File: src/rtl/cache_fill_arbiter.sv
// Shares one multi-cycle memory between I/D cache block fills and write-through stores.
// Optional CACHE_ARB_ROUND_ROBIN_EN: alternate I/D miss priority on ties.
module cache_fill_arbiter #(
  parameter int MEM_LATENCY     = 4,
  parameter int WORDS_PER_BLOCK = 8,
  localparam int IW = (WORDS_PER_BLOCK > 1) ? $clog2(WORDS_PER_BLOCK) : 1
) (
  input  logic          clk,
  input  logic          rst,
  input  logic          i_miss,
  input  logic [15:0]   i_miss_addr,
  input  logic          d_miss,
  input  logic [15:0]   d_miss_addr,
  input  logic          st_req,
  input  logic [15:0]   st_addr,
  input  logic [15:0]   st_data,
  output logic          mem_en,
  output logic          mem_wr,
  output logic [15:0]   mem_addr,
  output logic [15:0]   mem_wdata,
  input  logic          mem_data_valid,
  input  logic [15:0]   mem_rdata,
  output logic          fill_we_i,
  output logic          fill_we_d,
  output logic [IW-1:0] fill_idx,
  output logic [15:0]   fill_data,
  output logic          i_fill_done,
  output logic          d_fill_done,
  output logic          i_stall,
  output logic          d_stall,
  output logic          st_ack
);

  if (MEM_LATENCY < 1) begin : g_bad_lat
    $error("MEM_LATENCY must be >= 1");
  end

  typedef enum logic [1:0] {IDLE, FILL, DRAIN, DONE} state_t;

  localparam logic [15:0]   BMASK = 16'(2 * WORDS_PER_BLOCK - 1);
  localparam logic [IW-1:0] LAST  = IW'(WORDS_PER_BLOCK - 1);

  state_t        state_q, state_d;
  logic          own_d_q, own_d_d;
  logic [15:0]   base_q, base_d;
  logic [IW-1:0] iss_q, iss_d;
  logic [IW-1:0] ret_q, ret_d;

  logic idle, busy, d_pri, st_go, grant_d, grant_i;

  assign idle = (state_q == IDLE);
  assign busy = (state_q == FILL) | (state_q == DRAIN);

`ifdef CACHE_ARB_ROUND_ROBIN_EN
  // own_d_q holds the last-served owner; it loses a tie
  assign d_pri = d_miss & ~(i_miss & own_d_q);
`else
  assign d_pri = d_miss;
`endif

  assign st_go   = idle & ~d_pri & st_req;
  assign grant_d = idle & d_pri;
  assign grant_i = idle & ~d_pri & ~st_req & i_miss;

  always_comb begin
    state_d = state_q;
    own_d_d = own_d_q;
    base_d  = base_q;
    iss_d   = iss_q;
    ret_d   = ret_q;
    unique case (state_q)
      IDLE: begin
        iss_d = '0;
        ret_d = '0;
        if (grant_d | grant_i) begin
          own_d_d = grant_d;
          base_d  = (grant_d ? d_miss_addr : i_miss_addr) & ~BMASK;
          state_d = FILL;
        end
      end
      FILL: begin
        iss_d = iss_q + 1'b1;
        if (iss_q == LAST) state_d = DRAIN;
        if (mem_data_valid) ret_d = ret_q + 1'b1;
      end
      DRAIN: begin
        if (mem_data_valid) begin
          ret_d = ret_q + 1'b1;
          if (ret_q == LAST) state_d = DONE;
        end
      end
      DONE: state_d = IDLE;
      default: state_d = IDLE;
    endcase
  end

  always_ff @(posedge clk or posedge rst) begin
    if (rst) begin
      state_q <= IDLE;
      own_d_q <= 1'b0;
      base_q  <= '0;
      iss_q   <= '0;
      ret_q   <= '0;
    end else begin
      state_q <= state_d;
      own_d_q <= own_d_d;
      base_q  <= base_d;
      iss_q   <= iss_d;
      ret_q   <= ret_d;
    end
  end

  always_comb begin
    mem_en    = st_go | (state_q == FILL);
    mem_wr    = st_go;
    mem_wdata = st_go ? st_data : 16'h0;
    mem_addr  = 16'h0;
    if (st_go)
      mem_addr = st_addr;
    else if (state_q == FILL)
      mem_addr = base_q | 16'({iss_q, 1'b0});
  end

  assign st_ack      = st_go;
  assign fill_we_i   = mem_data_valid & busy & ~own_d_q;
  assign fill_we_d   = mem_data_valid & busy & own_d_q;
  assign fill_idx    = ret_q;
  assign fill_data   = mem_rdata;
  assign i_fill_done = (state_q == DONE) & ~own_d_q;
  assign d_fill_done = (state_q == DONE) & own_d_q;
  assign i_stall     = i_miss | (~own_d_q & ~idle);
  assign d_stall     = d_miss | (st_req & ~st_go) | (own_d_q & ~idle);

endmodule

File: config.mk
export PLATFORM = sky130hd
export DESIGN_NAME = cache_fill_arbiter
export DESIGN_NICKNAME = d
export VERILOG_FILES = /design/src/rtl/cache_fill_arbiter.sv
export SDC_FILE = /design/constraint.sdc
export NUM_CORES = 1
export LEC_CHECK = 0
export BUFFER_PORTS_ARGS = -buffer_cell sky130_fd_sc_hd__buf_2
export CAP_MARGIN = 10
export CELL_PAD_IN_SITES_DETAIL_PLACEMENT = 0
export CELL_PAD_IN_SITES_GLOBAL_PLACEMENT = 1
export CORE_UTILIZATION = 24
export CTS_BUF_LIST = sky130_fd_sc_hd__clkbuf_4 sky130_fd_sc_hd__clkbuf_8
export DETAILED_ROUTE_END_ITERATION = 8
export PLACE_DENSITY_LB_ADDON = 0.1
export SYNTH_ARGS = -nofsm -noshare
export SYNTH_HDL_FRONTEND = slang
export SYNTH_SLANG_ARGS = --single-unit
File: constraint.sdc
create_clock -name clk -period 1.7 [get_ports clk]
set_input_delay 0 -clock clk [delete_from_list [all_inputs] [get_ports clk]]
set_output_delay 0 -clock clk [all_outputs]
set_load 0.01 [all_outputs]
==> results of run 1 <==
## final timing paths
| kind | slack [ps] | to |
|---|---|---|
| worst max-delay path | -6 | mem_wdata[9] |
| worst min-delay path | 0.004 | fill_data[3] |
| worst max register to register | 30 | base_q[13]$_DFFE_PP0P_ |
| worst min register to register | 510 | base_q[15]$_DFFE_PP0P_ |
| max in group asynchronous | 1170 | iss_q[2]$_DFFE_PP0P_ |
| min in group asynchronous | 310 | base_q[11]$_DFFE_PP0P_ |
## power by group through the flow
stage                     registers [mW]  clock network, mW  logic, mW
final                              0.912              0.360       2.29
after global routing               0.949              0.398       2.53
after CTS                          0.916              0.369       2.24
after detailed placement           0.914                  0       2.05
after global placement             0.916                  0       2.04
after floorplan                    0.894                  0       1.39
## layout make-up
type | count | area (um^2) | area share [%]
multi-input combinational | 131 | 1050 | 41.5
sequential | 21 | 526 | 20.8
tap | 96 | 120 | 4.75
timing repair buffer | 124 | 764 | 30.2
inverter | 5 | 18.8 | 0.743
clock buffer | 4 | 48.8 | 1.93
## synth_stat cells (all sizes together)
master   count
o21bai       1
and3b        1
a32o         1
nor2         5
o21ai       20
ha           9
a21boi       1
dfrtp       21
nand2       36
mux2i        1
a22o         1
or2          1
buf         22
a2111oi      1
nor2b        3
clkbuf       5
and2        18
a221o        1
nand2b       3
a21oi        1
mux2        27
inv          5
## metrics by stage
step	area [um^2]	hold slack, ps	setup slack [ps]	total power, mW	std cells
after floorplan	1720	-23.5	18.3	2.28	184
after global placement	2290	0.119	33.2	2.95	370
after detailed placement	2290	0.119	-11.8	2.96	370
after CTS	2440	0.119	-79.9	3.52	380
after global routing	2530	0.0175	-91.9	3.88	381
final	2530	0.00393	-6.11	3.57	381
## worst max-delay path, delay by kind of cell, from the launching register on
family | cells | cell delay (ps)
AND/OR/NAND/NOR | 2 | 430
buffers and inverters | 4 | 470
adder cells (fa/ha/maj) | 1 | 130
flip-flops | 1 | 390
## sequential cells by signal, summed over array words and instances, names as in the netlist
signal and cells:
base_q 12, iss_q 3, fill_idx 3, state_q 2, own_d_q 1
## cell families (layout without fill, tap and decap cells)
kind of cell / after synthesis / in the layout
AND/OR/NAND/NOR: 67 / 67
flip-flops: 21 / 21
adder cells (fa/ha/maj): 9 / 9
AO/OA/AOI/OAI: 27 / 27
buffers and inverters: 32 / 133
multiplexers: 28 / 28
## routing by layer
| layer | vias up | global-route usage (%) | part of all wire (%) |
|---|---|---|---|
| met5 | - | 0 | 0 |
| met4 | 0 | 5.91 | 1.8 |
| met3 | 18 | 2.10 | 6.4 |
| met2 | 68 | 23.8 | 51 |
| met1 | 726 | 14.4 | 41 |
| li1 | 799 | - | - |
## repair_timing
| action | in CTS | in global routing |
|---|---|---|
| gates cloned | 2 | 1 |
| hold buffers | 1 | 0 |
| resized for setup | 21 | 17 |
| endpoints found under the setup margin | 47 | 47 |
| setup buffers | 3 | 1 |
| endpoints found under the hold margin | 21 | 0 |
| pin swaps | 7 | 4 |
==> results.sh, run 1 <==
export IMPL_period_share_pct=100
export IMPL_crit_start="state_q[0]$_DFFE_PP0P_"
export IMPL_wirelength_mm=4.90
export IMPL_grt_setup_unrepaired="yes"
export IMPL_grt_ovfl_total=0
export IMPL_path_cells="inv_2 -> ha_4 -> buf_6 -> and3b_4 -> clkbuf_16 -> and2_4 -> buf_2"
export IMPL_synthToLayoutAreaGrowth_pct=47.2
export IMPL_synth_top_family_by_area="multiplexers"
export IMPL_dr_total_vias=1611
export IMPL_first_pass_iters=2
export IMPL_max_cap_viol_count=0
export IMPL_start_util_pct=25.0
export IMPL_finClkSkew_ps=1.01
export IMPL_cp_slowest_cell="dfrtp_1"
export IMPL_outcome="finished, violations left"
export IMPL_maxSlewViolCount=0
export IMPL_synth_seq_cells=21
export IMPL_synth_simple_gate_area_share_pct=19.0
export IMPL_drc_errors=0
export IMPL_synth_compound_gate_area_share_pct=9.40
export IMPL_critPathKind="flip-flop to output pin"
export IMPL_dp_hpwl_mm=3.62
export IMPL_htree_levels=1
export IMPL_r2r_start="state_q[1]$_DFFE_PP0P_"
export IMPL_slew_limit_headroom_pct=74.8
export IMPL_numPortBuffers=105
export IMPL_final_hold_viol_count=0
export IMPL_syn_num_nets=279
export IMPL_drive_above_1_share_pct=60.0
export IMPL_grt_max_degree=23
export IMPL_core_um2=6870
export IMPL_p_seq_share_pct=25.6
export IMPL_setup_violations=1
export IMPL_gp_congestion=0.777
export IMPL_intPower_mw=2.21
export IMPL_antenna_cells=0
export IMPL_powerDensity_nw_per_um2=1410
export IMPL_drtAntennaViolNets=0
export IMPL_netlist_top_cells_area="dfrtp_1 31%, mux2_4 17%, buf_4 7.9%"
export IMPL_layout_common_cells="103 x buf_2, 29 x nand2_1, 21 x dfrtp_1"
export IMPL_dieHeight_um=86.6
export IMPL_synth_area_leader_cell="dfrtp_1"
export IMPL_ys_seq_area_share_pct=30.6
export IMPL_rows=30
export IMPL_timing_final_crit_period_ps=1710
export IMPL_viasPerCell=4.23
export IMPL_wl_per_cell_um=12.9
export IMPL_max_stage_delay_ps=390
export IMPL_path_max_fanout=9
export IMPL_dieWidth_um=86.6
export IMPL_fin_ws_ps=-6.11
export IMPL_synth_cells=184
export IMPL_grt_total_usage_pct=12.9
export IMPL_io_pins=146
export IMPL_startpoint_type="flip-flop"
export IMPL_tns_ps=-6.11
export IMPL_clockBufferDepth=2
export IMPL_peakVddDrop_mv=0.377
export IMPL_p_switching_mw=1.36
export IMPL_die_area_um2=7500
export IMPL_clock_latency_ps=260
export IMPL_synth_area_um2=1720
export IMPL_yosysWarnings=0
export IMPL_yosysTopAreaCellShare_pct=30.6
export IMPL_final_common_cell="buf_2"
export IMPL_avgSynthCellArea_um2=9.33
export IMPL_drtIter0Drc=45
export IMPL_fin_util_pct=36.8
export IMPL_crit_path_end_kind="output pin"
export IMPL_combPwrFrac_pct=64.3
export IMPL_hold_path_class="primary input to output pin"
export IMPL_clock_sinks=21
export IMPL_tritoncts="built"
export IMPL_fillers=733
export IMPL_leakage_nw=1.36
export IMPL_hold_depth=0
export IMPL_clk_pin_slew_ps=80
export IMPL_rr_worst_depth=6
export IMPL_fmax_ghz=0.586
export IMPL_crit_arrival_ps=1710
export IMPL_grt_pass1_wl_mm=7.30
export IMPL_synth_distinct_cells=29
export IMPL_worstPathRequired_ps=1700
export IMPL_numCtsBuffers=3
export IMPL_violations="setup timing"
export IMPL_worst_pin_slew_ps=376
export IMPL_worstHoldStart="mem_rdata[3]"
export IMPL_antenna_found_initial=0
export IMPL_synth_fa_ha_area_share_pct=6.56
export IMPL_layout_nets=381
export IMPL_cts_root_buf="clkbuf_8"
export IMPL_synthXorXnorAreaFrac_pct=0
export IMPL_muxShareOfSynthArea_pct=22.4
export IMPL_netSwitchingFraction_pct=38.1
export IMPL_clkPwrFrac_pct=10.1
export IMPL_grt_pass1_vias=1542
(Power assumes the default switching activity.)
==> inputs of run 2 (changes only) <==
- CTS_CLUSTER_SIZE: not set -> 16
- RECOVER_POWER: not set -> 50
==> run 2 against run 1 <==
  * The flow still finishes with violations (setup timing)
  * Power hardly changed
  * Count of clock-buffer cells in the layout stayed put
  * Sequential cell count stayed put
  * Clock power hardly changed
  * Maximum frequency stayed put
  * Utilization is 0.055 points lower
  * Wire length hardly changed
  * Global-route usage stayed put
  * Highest routed layer unchanged
==> results.sh, run 2 (synthesis gave the netlist of run 1 again) <==
export IMPL_outcome="finished, violations left"
export IMPL_violations="setup timing"
export IMPL_finClkSkew_ps=1.01
export IMPL_timing_final_crit_period_ps=1710
export IMPL_drc_errors=0
export IMPL_startpoint_type="flip-flop"
export IMPL_numPortBuffers=105
export IMPL_core_um2=6870
export IMPL_drive_above_1_share_pct=59.6
export IMPL_largest_register="base_q"
export IMPL_hold_path_class="primary input to output pin"
export IMPL_crit_arrival_ps=1710
export IMPL_path_cells="inv_2 -> ha_4 -> buf_6 -> and3b_4 -> clkbuf_16 -> and2_4 -> buf_2"
export IMPL_power_mw=3.57
export IMPL_tns_ps=-6.11
export IMPL_viasPerCell=4.23
export IMPL_clock_sinks=21
export IMPL_grt_pass1_wl_mm=7.30
export IMPL_start_util_pct=25.0
export IMPL_max_stage_delay_ps=390
export IMPL_clk_pin_slew_ps=80
export IMPL_cp_slowest_cell="dfrtp_1"
export IMPL_layout_nets=381
export IMPL_path_max_fanout=9
export IMPL_largest_register_ffs=12
export IMPL_htree_levels=1
export IMPL_maxSlewViolCount=0
export IMPL_grt_setup_unrepaired="yes"
export IMPL_slew_limit_headroom_pct=19.6
export IMPL_place_area_um2=2290
export IMPL_grt_total_usage_pct=12.9
export IMPL_critPathKind="flip-flop to output pin"
export IMPL_first_pass_iters=2
export IMPL_clockBufferDepth=2
export IMPL_die_area_um2=7500
export IMPL_powerDensity_nw_per_um2=1410
export IMPL_synthToLayoutAreaGrowth_pct=47.0
export IMPL_timing_hold_ws_ps=0.00393
export IMPL_antenna_found_initial=0
export IMPL_drtIter0Drc=46
export IMPL_grt_pass1_vias=1542
export IMPL_dieHeight_um=86.6
export IMPL_worst_pin_slew_ps=1210
export IMPL_numCtsBuffers=3
export IMPL_dr_total_vias=1611
export IMPL_setup_violations=1
export IMPL_leakage_nw=1.36
export IMPL_crit_buf_inv=4
export IMPL_grt_ovfl_total=0
export IMPL_fin_ws_ps=-6.11
export IMPL_clock_latency_ps=260
export IMPL_dieWidth_um=86.6
export IMPL_max_cap_viol_count=0
export IMPL_antenna_cells=0
export IMPL_cp_top_family="buffers and inverters"
export IMPL_worstPathRequired_ps=1700
export IMPL_period_share_pct=100
export IMPL_dp_hpwl_mm=3.62
export IMPL_cts_root_buf="clkbuf_8"
export IMPL_fmax_ghz=0.586
export IMPL_fin_area_um2=2520
export IMPL_peakVddDrop_mv=0.377
export IMPL_final_common_cell="buf_2"
export IMPL_final_hold_viol_count=0
export IMPL_tritoncts="built"
export IMPL_gp_congestion=0.777
export IMPL_wl_per_cell_um=12.9
export IMPL_grt_max_degree=23
export IMPL_wirelength_mm=4.90
export IMPL_drtAntennaViolNets=0
export IMPL_layout_common_cells="103 x buf_2, 29 x nand2_1, 21 x dfrtp_1"
export IMPL_rows=30
export IMPL_io_pins=146
export IMPL_crit_path_end_kind="output pin"
## run 2: cell types whose count changed in the layout (fill, tap and decap cells not counted), sizes merged
cell | previous run | this run
clkbuf | 5 | 6
buf | 122 | 121
## run 2: through the flow
stage / utilization [%] / worst slack (ps) / std cells
2_1_floorplan: - / 18.3 / 184
3_3_place_gp: 33.4 / 33.2 / 370
3_5_place_dp: 33.4 / -11.8 / 370
4_1_cts: 35.6 / -79.9 / 380
5_1_grt: 36.7 / -91.9 / 381
6_report: 36.7 / -6.11 / 381
## run 2: final cells by class
cell class | count | area (um^2)
timing repair buffer | 124 | 761
inverter | 5 | 18.8
multi-input combinational | 131 | 1050
sequential | 21 | 526
clock buffer | 4 | 48.8
tap | 96 | 120
fill | 734 | 4350
## run 2: repair_timing
item | in CTS | in global routing
setup buffers | 3 | 1
endpoints found under the setup margin | 47 | 47
endpoints found under the hold margin | 21 | 0
resized for setup | 21 | 17
pin swaps | 7 | 4
cloned | 2 | 1
hold buffers | 1 | 0
## run 2: worst paths after layout
kind	depth (start not counted)	endpoint	startpoint	slack, ps
worst min-delay path	0	fill_data[3]	mem_rdata[3]	0.004
worst max register to register	6	base_q[13]$_DFFE_PP0P_	state_q[1]$_DFFE_PP0P_	30
worst max-delay path	7	mem_wdata[9]	state_q[0]$_DFFE_PP0P_	-6
min in group asynchronous	4	base_q[11]$_DFFE_PP0P_	rst	660
worst min register to register	1	base_q[15]$_DFFE_PP0P_	base_q[15]$_DFFE_PP0P_	510
max in group asynchronous	4	iss_q[2]$_DFFE_PP0P_	rst	330
## run 2: layer usage
metal	part of all wire, %	track usage, %	up-vias
li1	-	-	799
met1	41	14.4	726
met2	51	23.8	68
met3	6.4	2.10	18
met4	1.8	5.91	0
met5	0	0	-
## run 2: worst reg2reg max path, cell delays in order, from the launching register on
cell and delay [ps]:
dfrtp_1 370, inv_2 60, ha_4 150, buf_4 150, nand2_4 220, mux2_2 370
mux2_2 260
## run 2: report_power, final
part | switching, mW | internal, mW
logic | 1.02 | 1.28
clock network | 0.177 | 0.183
registers | 0.166 | 0.746
